`src/rtl/amo_rmw_sequencer_if.sv`:
```
// rtl/amo_rmw_sequencer_if.sv - request, memory and response bundle for the AMO sequencer
// Purpose: groups the three handshakes of the AMO read-modify-write sequencer.
//   req_*  : AMO issue (valid/ready, addr, operand, funct3, aq, rl)
//   mem_*  : single-port memory (req held until ack, we, addr, wdata, rdata)
//   rsp_*  : response (valid/ready, old value, error flag)
// Modports: slave = the sequencer, master = core issue + memory side.
interface amo_rmw_sequencer_if #(
  parameter int XLEN = 32
);
  logic            req_valid;
  logic            req_ready;
  logic [XLEN-1:0] req_addr;
  logic [XLEN-1:0] req_data;
  logic [2:0]      req_funct3;
  logic            req_aq;
  logic            req_rl;

  logic            mem_req;
  logic            mem_we;
  logic [XLEN-1:0] mem_addr;
  logic [XLEN-1:0] mem_wdata;
  logic            mem_ack;
  logic [XLEN-1:0] mem_rdata;

  logic            rsp_valid;
  logic            rsp_ready;
  logic [XLEN-1:0] rsp_data;
  logic            rsp_err;

  modport slave (
    input  req_valid, req_addr, req_data, req_funct3, req_aq, req_rl,
    output req_ready,
    output mem_req, mem_we, mem_addr, mem_wdata,
    input  mem_ack, mem_rdata,
    output rsp_valid, rsp_data, rsp_err,
    input  rsp_ready
  );

  modport master (
    output req_valid, req_addr, req_data, req_funct3, req_aq, req_rl,
    input  req_ready,
    input  mem_req, mem_we, mem_addr, mem_wdata,
    output mem_ack, mem_rdata,
    input  rsp_valid, rsp_data, rsp_err,
    output rsp_ready
  );
endinterface

```
`src/rtl/amo_rmw_sequencer.sv`:
```
// rtl/amo_rmw_sequencer.sv - one-at-a-time atomic read-modify-write sequencer
// Purpose: executes one AMO per accepted request as read then write on a
//   single-port memory, returning the pre-op value. rl requests wait for the
//   store buffer to drain first; aq holds off new requests until the response.
// Ports:
//   clk       rising-edge clock
//   rst_n     synchronous active-low reset
//   bus       amo_rmw_sequencer_if.slave (req_*, mem_*, rsp_*)
//   sb_empty  store buffer drained
//   busy      sequencer not idle
// Configuration: define AMO_MINMAX_EN to enable funct3 1xx (MIN/MAX/MINU/MAXU);
//   otherwise funct3 1xx returns an error without touching memory.
module amo_rmw_sequencer #(
  parameter int XLEN     = 32,
  parameter int ADDR_MAX = 255
) (
  input  logic                 clk,
  input  logic                 rst_n,
  amo_rmw_sequencer_if.slave   bus,
  input  logic                 sb_empty,
  output logic                 busy
);

  typedef enum logic [2:0] {IDLE, DRAIN, RD, WR, RESP} state_t;

  state_t          state, next_state;
  logic            started_q;   // keeps req_ready low in the cycle after a reset edge
  logic            aq_block_q;
  logic [XLEN-1:0] addr_q, data_q, old_q, new_q;
  logic [2:0]      funct3_q;
  logic            err_q;

  logic            ready_c, accept_c, bad_c, funct3_bad_c;
  logic            mem_req_c, mem_we_c, rsp_valid_c;
  logic [XLEN-1:0] mem_addr_c, mem_wdata_c, rsp_data_c, new_val_c;

`ifdef AMO_MINMAX_EN
  assign funct3_bad_c = 1'b0;
`else
  assign funct3_bad_c = bus.req_funct3[2];
`endif

  assign bad_c    = (bus.req_addr > XLEN'(ADDR_MAX)) || funct3_bad_c;
  assign ready_c  = (state == IDLE) && started_q && !aq_block_q;
  assign accept_c = bus.req_valid && ready_c;

  // New value is formed from the read data in the cycle it is acked.
  always_comb begin
    new_val_c = bus.mem_rdata;
    case (funct3_q)
      3'b000:  new_val_c = bus.mem_rdata + data_q;
      3'b001:  new_val_c = data_q;
      3'b010:  new_val_c = bus.mem_rdata & data_q;
      3'b011:  new_val_c = bus.mem_rdata | data_q;
`ifdef AMO_MINMAX_EN
      3'b100:  new_val_c = ($signed(bus.mem_rdata) < $signed(data_q)) ? bus.mem_rdata : data_q;
      3'b101:  new_val_c = ($signed(bus.mem_rdata) > $signed(data_q)) ? bus.mem_rdata : data_q;
      3'b110:  new_val_c = (bus.mem_rdata < data_q) ? bus.mem_rdata : data_q;
      3'b111:  new_val_c = (bus.mem_rdata > data_q) ? bus.mem_rdata : data_q;
`endif
      default: new_val_c = bus.mem_rdata;
    endcase
  end

  always_comb begin
    next_state  = state;
    mem_req_c   = 1'b0;
    mem_we_c    = 1'b0;
    mem_addr_c  = '0;
    mem_wdata_c = '0;
    rsp_valid_c = 1'b0;
    rsp_data_c  = '0;
    case (state)
      IDLE: begin
        if (accept_c) begin
          if (bad_c)            next_state = RESP;
          else if (bus.req_rl)  next_state = DRAIN;
          else                  next_state = RD;
        end
      end
      DRAIN: begin
        if (sb_empty) next_state = RD;
      end
      RD: begin
        mem_req_c  = 1'b1;
        mem_addr_c = addr_q;
        if (bus.mem_ack) next_state = WR;
      end
      WR: begin
        mem_req_c   = 1'b1;
        mem_we_c    = 1'b1;
        mem_addr_c  = addr_q;
        mem_wdata_c = new_q;
        if (bus.mem_ack) next_state = RESP;
      end
      RESP: begin
        rsp_valid_c = 1'b1;
        rsp_data_c  = old_q;
        if (bus.rsp_ready) next_state = IDLE;
      end
      default: next_state = IDLE;
    endcase
  end

  always_ff @(posedge clk) begin
    if (!rst_n) begin
      state      <= IDLE;
      started_q  <= 1'b0;
      aq_block_q <= 1'b0;
      addr_q     <= '0;
      data_q     <= '0;
      old_q      <= '0;
      new_q      <= '0;
      funct3_q   <= '0;
      err_q      <= 1'b0;
    end else begin
      state     <= next_state;
      started_q <= 1'b1;
      if (accept_c) begin
        addr_q     <= bus.req_addr;
        data_q     <= bus.req_data;
        funct3_q   <= bus.req_funct3;
        err_q      <= bad_c;
        old_q      <= '0;   // error responses report zero
        aq_block_q <= bus.req_aq;
      end
      if (state == RD && bus.mem_ack) begin
        old_q <= bus.mem_rdata;
        new_q <= new_val_c;
      end
      if (state == RESP && bus.rsp_ready) aq_block_q <= 1'b0;
    end
  end

  assign bus.req_ready = ready_c;
  assign bus.mem_req   = mem_req_c;
  assign bus.mem_we    = mem_we_c;
  assign bus.mem_addr  = mem_addr_c;
  assign bus.mem_wdata = mem_wdata_c;
  assign bus.rsp_valid = rsp_valid_c;
  assign bus.rsp_data  = rsp_data_c;
  assign bus.rsp_err   = rsp_valid_c && err_q;
  assign busy          = (state != IDLE);

endmodule
```
`src/flat_wrapper.sv`:
```
// flat-port wrapper written by rule: the top's interface ports become plain ports
module amo_rmw_sequencer_flat 
#(
  parameter int XLEN     = 32,
  parameter int ADDR_MAX = 255
)
  (clk, rst_n, sb_empty, busy, bus_req_valid, bus_req_addr, bus_req_data, bus_req_funct3, bus_req_aq, bus_req_rl, bus_req_ready, bus_mem_req, bus_mem_we, bus_mem_addr, bus_mem_wdata, bus_mem_ack, bus_mem_rdata, bus_rsp_valid, bus_rsp_data, bus_rsp_err, bus_rsp_ready);
  amo_rmw_sequencer_if #(.XLEN(XLEN)) bus_i ();
  input  logic clk;
  input  logic rst_n;
  input  logic sb_empty;
  output logic busy;
  input wire logic [$bits(bus_i.req_valid)-1:0] bus_req_valid;
  input wire logic [$bits(bus_i.req_addr)-1:0] bus_req_addr;
  input wire logic [$bits(bus_i.req_data)-1:0] bus_req_data;
  input wire logic [$bits(bus_i.req_funct3)-1:0] bus_req_funct3;
  input wire logic [$bits(bus_i.req_aq)-1:0] bus_req_aq;
  input wire logic [$bits(bus_i.req_rl)-1:0] bus_req_rl;
  output wire logic [$bits(bus_i.req_ready)-1:0] bus_req_ready;
  output wire logic [$bits(bus_i.mem_req)-1:0] bus_mem_req;
  output wire logic [$bits(bus_i.mem_we)-1:0] bus_mem_we;
  output wire logic [$bits(bus_i.mem_addr)-1:0] bus_mem_addr;
  output wire logic [$bits(bus_i.mem_wdata)-1:0] bus_mem_wdata;
  input wire logic [$bits(bus_i.mem_ack)-1:0] bus_mem_ack;
  input wire logic [$bits(bus_i.mem_rdata)-1:0] bus_mem_rdata;
  output wire logic [$bits(bus_i.rsp_valid)-1:0] bus_rsp_valid;
  output wire logic [$bits(bus_i.rsp_data)-1:0] bus_rsp_data;
  output wire logic [$bits(bus_i.rsp_err)-1:0] bus_rsp_err;
  input wire logic [$bits(bus_i.rsp_ready)-1:0] bus_rsp_ready;
  assign bus_i.req_valid = bus_req_valid;
  assign bus_i.req_addr = bus_req_addr;
  assign bus_i.req_data = bus_req_data;
  assign bus_i.req_funct3 = bus_req_funct3;
  assign bus_i.req_aq = bus_req_aq;
  assign bus_i.req_rl = bus_req_rl;
  assign bus_req_ready = bus_i.req_ready;
  assign bus_mem_req = bus_i.mem_req;
  assign bus_mem_we = bus_i.mem_we;
  assign bus_mem_addr = bus_i.mem_addr;
  assign bus_mem_wdata = bus_i.mem_wdata;
  assign bus_i.mem_ack = bus_mem_ack;
  assign bus_i.mem_rdata = bus_mem_rdata;
  assign bus_rsp_valid = bus_i.rsp_valid;
  assign bus_rsp_data = bus_i.rsp_data;
  assign bus_rsp_err = bus_i.rsp_err;
  assign bus_i.rsp_ready = bus_rsp_ready;
  amo_rmw_sequencer #(.XLEN(XLEN), .ADDR_MAX(ADDR_MAX)) u_core (.clk(clk), .rst_n(rst_n), .bus(bus_i), .sb_empty(sb_empty), .busy(busy));
endmodule
```
`config.mk`:
```
export PLATFORM = sky130hd
export DESIGN_NAME = amo_rmw_sequencer_flat
export DESIGN_NICKNAME = d
export VERILOG_FILES = /design/src/rtl/amo_rmw_sequencer_if.sv /design/src/rtl/amo_rmw_sequencer.sv /design/src/flat_wrapper.sv
export SDC_FILE = /design/constraint.sdc
export NUM_CORES = 1
export LEC_CHECK = 0
export ABC_AREA = 1
export CAP_MARGIN = 20
export CORE_MARGIN = 4
export CORE_UTILIZATION = 40
export CTS_BUF_LIST = sky130_fd_sc_hd__clkbuf_2
export CTS_CLUSTER_SIZE = 16
export DETAILED_ROUTE_END_ITERATION = 6
export PLACE_DENSITY_LB_ADDON = 0.3
export SLEW_MARGIN = 40
export SYNTH_ARGS = -nofsm -noshare
export SYNTH_HDL_FRONTEND = slang
export SYNTH_SLANG_ARGS = --single-unit
```
`constraint.sdc`:
```
create_clock -name clk -period 3.18 [get_ports clk]
set_input_delay 0.795 -clock clk [delete_from_list [all_inputs] [get_ports clk]]
set_output_delay 0.795 -clock clk [all_outputs]
set_load 0.005 [all_outputs]
```
==> results of run 1 <==
==> power by group through the flow <==
| stage | Sequential, mW | Clock [mW] | Combinational (mW) |
|---|---|---|---|
| floorplan | 2.05 | 0 | 1.69 |
| global placement | 2.07 | 0 | 2.49 |
| detailed placement | 2.08 | 0 | 2.52 |
| CTS | 2.05 | 1.11 | 2.60 |
| global route | 2.08 | 1.17 | 2.98 |
| finish | 2.06 | 1.07 | 2.64 |
==> kinds of logic after synthesis <==
family,Yosys count
buf+inv,369
flops,137
simple gates,622
fa+ha+maj,65
xor+xnor,4
compound gates,342
==> repair_timing <==
item                                    4_1_cts  5_1_grt
resized for setup                            52       67
hold buffers                                  0        0
buffers inserted                              5        7
endpoints found under the setup margin       98       50
gates cloned                                  0        2
pin swaps                                     0        1
==> worst max-delay path by stage <==
stage / startpoint / slack (ps) / endpoint
final: u_core.state[1] / 140 / bus_mem_wdata[3]
after global routing: u_core.state[1] / -50 / bus_rsp_data[11]
after CTS: u_core.state[1] / 1 / bus_mem_wdata[10]
after detailed placement: bus_mem_rdata[1] / 40 / u_core.new_q[27]
after global placement: bus_mem_rdata[1] / 30 / u_core.new_q[27]
after floorplan: bus_mem_rdata[0] / 640 / u_core.new_q[16]
==> sequential cells by signal, summed over array words and instances (netlist names) <==
signal / flops
u_core.funct3_q: 3
u_core.err_q: 1
u_core.addr_q: 32
u_core.old_q: 32
u_core.data_q: 32
u_core.new_q: 32
u_core.started_q: 1
u_core.state: 3
u_core.aq_block_q: 1
==> cells in the mapped netlist <==
cell type and number:
sky130_fd_sc_hd__o22a_1 1, sky130_fd_sc_hd__o221ai_1 3, sky130_fd_sc_hd__a21oi_1 191, sky130_fd_sc_hd__o31ai_1 1, sky130_fd_sc_hd__or2_1 1, sky130_fd_sc_hd__nor2_1 151, sky130_fd_sc_hd__buf_1 8, sky130_fd_sc_hd__nor4_1 2
sky130_fd_sc_hd__buf_4 2, sky130_fd_sc_hd__o21ai_0 80, sky130_fd_sc_hd__a21o_1 2, sky130_fd_sc_hd__nor2_4 2, sky130_fd_sc_hd__o22ai_1 29, sky130_fd_sc_hd__a221oi_2 1, sky130_fd_sc_hd__inv_2 6, sky130_fd_sc_hd__buf_2 25
sky130_fd_sc_hd__xnor2_1 4, sky130_fd_sc_hd__clkinv_1 1, sky130_fd_sc_hd__nand3_2 1, sky130_fd_sc_hd__buf_6 1, sky130_fd_sc_hd__and2_1 1, sky130_fd_sc_hd__o211ai_1 10, sky130_fd_sc_hd__fa_1 1, sky130_fd_sc_hd__nor2_2 1
sky130_fd_sc_hd__nand4_1 7, sky130_fd_sc_hd__nand3_1 89, sky130_fd_sc_hd__nor3_1 8, sky130_fd_sc_hd__a211oi_1 21, sky130_fd_sc_hd__o21bai_1 2, sky130_fd_sc_hd__clkbuf_1 36, sky130_fd_sc_hd__inv_1 290, sky130_fd_sc_hd__nand2_2 2
sky130_fd_sc_hd__nand3b_1 6, sky130_fd_sc_hd__or2_2 4, sky130_fd_sc_hd__nand2_1 347, sky130_fd_sc_hd__ha_1 64, sky130_fd_sc_hd__a31oi_1 1, sky130_fd_sc_hd__dfxtp_1 137
==> area by class of cell <==
class                           instances  share of cell area
Clock inverter                         14             0.01080
Clock buffer                           18            0.007198
Tap cell                              313             0.03129
Sequential cell                       137              0.2200
Multi-Input combinational cell       1033              0.4262
Inverter                              297             0.08957
Antenna cell                            1           0.0001999
Timing Repair Buffer                  271              0.2147
==> layer usage <==
layer,track usage,part of all wire,up-vias
met3,0.06685,0.071,32
li1,-,-,5294
met1,0.2933,0.45,4613
met4,0.04652,0.012,0
met2,0.4073,0.47,270
met5,0,0,-
==> per-stage QoR <==
step                        util  TNS (ps)  setup WS, ps  instances
after global placement    0.5238         0         31.06       2037
after detailed placement  0.5238         0         42.33       2037
after floorplan                -         0         638.1       1539
after global routing      0.5462    -355.0        -45.39       2084
after CTS                 0.5361         0         1.021       2074
final                     0.5462         0         136.2       2084
==> critical path, stage by stage, from the launching register on <==
cell,delay (ps)
sky130_fd_sc_hd__dfxtp_4,430
sky130_fd_sc_hd__nand2_2,70
sky130_fd_sc_hd__nor2_4,150
sky130_fd_sc_hd__inv_4,80
sky130_fd_sc_hd__clkbuf_16,180
sky130_fd_sc_hd__nor2_1,90
sky130_fd_sc_hd__clkdlybuf4s50_1,520
==> run summary, run 1 <==
The flow ran to the end, and the final reports show no timing, DRC or antenna violations. In this run the cell area of the synthesized design comes to 9439 sq um. The maximum vdd ir drop was 237.6 uV; the pin slew with the least headroom to its limit was 633.8 ps. Iteration-0 DRC count of the detailed router: 536. The first global-routing pass estimated 50460 um of wire.

Leaving out fill and tap cells, the most frequent cell in the layout is sky130_fd_sc_hd__nand2_1. The area of the core was 22920 sq um; the portion of total power attributed to sequential cells was 0.357. The startpoint identified for the worst register-to-register timing path is u_core.funct3_q[2]. The share of cells above drive strength 1 was 0.07684. The number of global-route vias before repair was 10100. The total power of the final layout is 5.765 mW.

The depth of the most critical reg-to-reg path works out to 8. TritonCTS built the clock tree. The routed design could run at a clock period as short as 3044 ps. On the final layout, the worst clock skew is 53.32 ps.

The HPWL after detailed placement is 23280 um. The critical path required time was 2380 ps; the worst-skew pair later-pin latency was 750 ps. The footprint of the multi-input gates came out at 5334 sq um. The sequential fraction of the synthesis area is 0.2906, and the cell internal power dissipation is 3.251 mW. The xor and xnor area share after synthesis is 0.003712, and the total count of hold-check failures in the final report is 0.

Across all hold checks on the routed design, the worst slack comes to 378.4 ps. Data arrives at the worst endpoint at 2250 ps. Number of routed nets with antenna violations: 0. Final global-route overflow total: 0.

The run gives 2346 as the number of fill cells. The layout overhead on the synthesized area is 32.60%, and the worst reg-to-reg setup slack is 970 ps. The logs give 1711 for the post-synthesis net count and 38 for the count of distinct cell types in the synthesized netlist. The die covers 26120 sq um. Routability-driven placement finished with a final weighted congestion of 0.9240. The compound-cell area share of the yosys netlist is 0.1975.

The overall die height is 161.6 um. Along the worst path, the maximum fanout reaches 8. Setup violations remaining at the end of the flow were counted as 0. Entering global routing, the biggest net connects 65 pins.

The final clock period utilization by the worst path was 0.9572. After synthesis, the largest family of logic cells by area is simple AND/OR/NAND/NOR gates. Ranked by total cell area, the synthesized netlist is headed by sky130_fd_sc_hd__dfxtp_1 (29%), sky130_fd_sc_hd__nand2_1 (14%), sky130_fd_sc_hd__inv_1 (12%). The die is 161.6 um wide. The class of the tightest hold or removal check is input port to register.

The number of antenna violations at the first check in global routing was 1; the placement-stage cell area was 12000 sq um. The cell taking the most area after synthesis was sky130_fd_sc_hd__dfxtp_1. For this run, the post-layout net count is 1929. In this run the number of H-tree levels came out at 4.

Across the whole layout, storage elements account for 2754 sq um. The run gives 5 as the number of detailed-route iterations in the first pass. The critical path class is register to output pin. Cell at the root of the clock tree: sky130_fd_sc_hd__clkbuf_2. In this run the tool buffered the top-level ports with 208 buffer cells.

The instance count along the most critical hold path works out to 1. STA classifies the critical path startpoint as a register. The detailed-route vias per instance works out to 4.899. For hold timing, the worst endpoint is u_core.started_q. The run gives 17 as the total clock buffers created by CTS. The total power divided by cell area is 460.6 nW/um^2, and the switching power is 2.515 mW. The initial core utilization was 0.4119.

In the synthesized netlist, the number of instances is 1539. The run gives 0.5768 as the worst max-slew margin expressed relative to the limit. The static power due to leakage was 5.939 nW.

The tools report the warning count from the yosys run as 0. The clock group share of total power was 0.186; the simple logic cell fraction of the synthesized area was 0.2696. The initialized floorplan defines 55 standard-cell rows. Dividing the detail-routed wire length by the instance count gives 15.18 um.

After clock tree synthesis, the clock-pin slew on the worst setup and hold paths is 230 ps. The mux cell area share after synthesis is 0. The type of destination of the critical path is an output pin. In the layout the commonest cells are sky130_fd_sc_hd__nand2_1 (346), sky130_fd_sc_hd__inv_1 (286), sky130_fd_sc_hd__a21oi_1 (191).

Share of total power consumed by net switching: 0.4362. For the wire length reported by the detailed router, the log shows 31640 um. The max-slew violation count was 0; the count of clock tree sinks was 137. The worst hold path begins at rst_n.

The overall fraction of global-route tracks in use was 0.2350; the maximum clock frequency was 0.3285 GHz. The DRC violation count after routing is 0, and the proportion of netlist area held by the largest area contributor is 0.2906. The tools report the number of placed I/O pins as 209. The routed layout has 10210 vias. The post-synthesis area per instance works out to 6.133 sq um. The synthesized design contains 137 register bits. The synthesized-area fraction occupied by adder cells was 0.08696. Setup repair after global routing could not meet its margin everywhere. The max-cap check violation count is 0, and the combinational cell fraction of total power is 0.458. In this run the critical register-to-register path is captured at u_core.new_q[20]. The longest clock path from root to sink contains 2 buffers.

With fillers left out, the area of the finished cells amounts to 12520 sq um.
Note: power is estimated with default switching activity, not from simulation.
==> run 2: changes to the inputs <==
- clock period: 3.18 -> 3.15 ns (I/O delays scaled with it)
==> run 2 against run 1 <==
  * Via count increased by 0.97%
  * Combinational power about the same
  * Sequential power about the same
  * Highest routed layer unchanged
==> run summary, run 2 (synthesis gave the netlist of run 1 again) <==
For this design the static power due to leakage is 5.703 nW. The detailed-route vias per instance came out at 4.951. The worst clock skew was 49.74 ps; the number of nets in the final layout was 1927. Port buffering added 208 buffers. For this run, design rule violations remaining after detail routing come to 0. The max-cap check violation count came out at 0. At the later pin of the worst-skew pair, clock insertion delay measures 740 ps.

After detailed routing, the average wire length per cell comes to 14.75 um. Hold timing on the final database bottoms out at a slack of 470.1 ps. The final total negative setup slack was 0 ps. Compared with the post-synthesis result, the final layout area differs by 31.48%. The maximum number of pins on one net before global-route repair is 65, and the total clock buffers created by CTS is 17. TritonCTS built the clock tree. The core utilization of the finished layout is 0.5416, and the area of the core is 22920 sq um.

Setup repair after global routing left no endpoint under its margin. The clock passes through at most 2 buffers. Overall fraction of global-route tracks in use: 0.2292. In this design, the largest share of critical-path delay is due to buffers and inverters. Before antenna repair, the detailed router went through 5 iterations. The total power divided by cell area is 466.5 nW/um^2, and the number of buffers inserted for hold repair after clock tree synthesis is 0.

The run gives 30710 um as the wire length reported by the detailed router. The tools report the cell at the root of the clock tree as sky130_fd_sc_hd__clkbuf_2. The share of cells above drive strength 1 was 0.06957; the flip-flop and latch area was 2751 sq um. The design draws 5.790 mW.

The detailed router finished its first iteration with 495 violations. Setup violations remaining at the end of the flow were counted as 0. Measured along the x axis, the die boundary spans 161.6 um. Highest-utilization routing layer at the global route stage: met2. The tools report the critical path required time as 2360 ps. The finished cells cover 12410 sq um.

Critical path class: register to output pin. Of all nets on the critical path, the largest fanout is 3. The run gives 0.3317 GHz as the maximum clock frequency.

The run finished with clean final reports. The CTS H-tree depth came out at 4. The clock net in this run drives a total of 137 sinks. The final clock period utilization by the worst path is 0.9571, and the number of placed I/O pins is 209. The commonest non-fill, non-tap cell in the layout was sky130_fd_sc_hd__nand2_1. The number of antenna violations at the first check in global routing is 1, and the time the worst path needs with I/O delays and setup is 3015 ps. The via count came out at 10310.

Number of placed cells counting well taps: 2045. The critical path goes through buf_4 > nor2_4 > inv_2 > nor2_4 > buf_4 > clkdlybuf4s50_1. In the layout the commonest cells are sky130_fd_sc_hd__nand2_1 (347), sky130_fd_sc_hd__inv_1 (286), sky130_fd_sc_hd__a21oi_1 (191). The die is 161.6 um tall. The footprint of the multi-input gates was 5311 sq um; the area of the die was 26120 sq um. Type of destination of the critical path: an output pin. Wire length of the first global-routing pass: 49540 um.

The category of the worst setup path launch point was a register. For the final global-route overflow total, the log shows 0. The total count of hold-check failures in the final report is 0, and the maximum vdd ir drop is 221.4 uV. The tools report the number of rows in the core area as 55. Detailed placement finished with a half-perimeter wire length of 22980 um. The final instance count without filler cells is 2082, and the arrival time of the worst setup path is 2230 ps. The number of global-route vias before repair came out at 10180.

Summing all placed instances gives a cell area of 12060 sq um. For the max-slew violation count, the log shows 0. The pin slew with the least headroom to its limit is 635.1 ps, and the fraction of met3 tracks used by global routing is 0.05996. After clock tree synthesis, the clock-pin slew on the worst setup and hold paths is 250 ps. The slowest stage of the critical path is the sky130_fd_sc_hd__clkdlybuf4s50_1 cell.

The number of buffers and inverters on the critical path is 4. The global routing met1 resource utilization is 0.2791. In this design, the stage delay of the slowest critical-path cell is 520 ps. Weighted congestion reported at the end of routability-driven placement: 0.9343.

After layout, the worst setup slack is 135.0 ps. The global routing usage on met2 was 0.3974; the post-placement worst setup slack was -46.71 ps. For the worst max-slew margin expressed relative to the limit, the log shows 0.5766.

For the number of fill cells, the log shows 2411. The tightest min-delay check is of the register to register type. In this run the remaining antenna-violating nets after routing total 0.

The initial core utilization was 0.4119.
==> run 2: changes by cell type in the layout (fill, tap and decap cells not counted), moves of 5 or more <==
| cell | previous run | this run |
|---|---|---|
| sky130_fd_sc_hd__clkbuf_2 | 23 | 18 |
| sky130_fd_sc_hd__nor2_1 | 141 | 147 |
| sky130_fd_sc_hd__dlygate4sd2_1 | 14 | 22 |
| sky130_fd_sc_hd__clkdlybuf4s15_1 | 15 | 0 |
| sky130_fd_sc_hd__dlymetal6s2s_1 | 25 | 13 |
| sky130_fd_sc_hd__clkdlybuf4s50_1 | 148 | 172 |
==> run 2: path summary, 6_finish.rpt <==
check             depth (start not counted)                end               from  slack (ps)
setup / recovery                          6      bus_rsp_valid    u_core.state[1]         140
setup reg to reg                         14   u_core.new_q[14]  u_core.data_q[10]         930
hold / removal                            2  u_core.addr_q[13]  u_core.addr_q[13]         470
hold reg to reg                           2  u_core.addr_q[13]  u_core.addr_q[13]         470
==> run 2: where the power goes <==
| part | switching [mW] | leakage [nW] | internal [mW] |
|---|---|---|---|
| registers | 0.102 | 1.12 | 1.96 |
| logic | 1.64 | 4.45 | 0.985 |
| clock network | 0.792 | 0.140 | 0.312 |
| total | 2.53 | 5.70 | 3.26 |
==> run 2: final cells by class <==
cell class | count | share of cell area
tap | 313 | 0.03156
inverter | 297 | 0.08983
multi-input combinational | 1033 | 0.4280
clock inverter | 14 | 0.01119
clock buffer | 18 | 0.007259
timing repair buffer | 269 | 0.2103
sequential | 137 | 0.2217
antenna | 1 | 0.0002016
==> run 2: what timing repair did <==
item,in CTS,in global routing
endpoints found under the setup margin,99,73
pin swaps,1,1
hold endpoints to repair,0,0
cloned,0,0
gates resized for setup,42,16
setup buffers,1,3
==> run 2: per-layer routing <==
layer	share of wire	wire [um]
met2	0.46	14220
met3	0.074	2260
met4	0.017	520
met5	0	0
met1	0.45	13710
==> run 2: worst min-delay path: stages, from the launching register on <==
cell,delay [ps]
sky130_fd_sc_hd__dfxtp_1,350
sky130_fd_sc_hd__inv_1,60
sky130_fd_sc_hd__a21oi_1,50
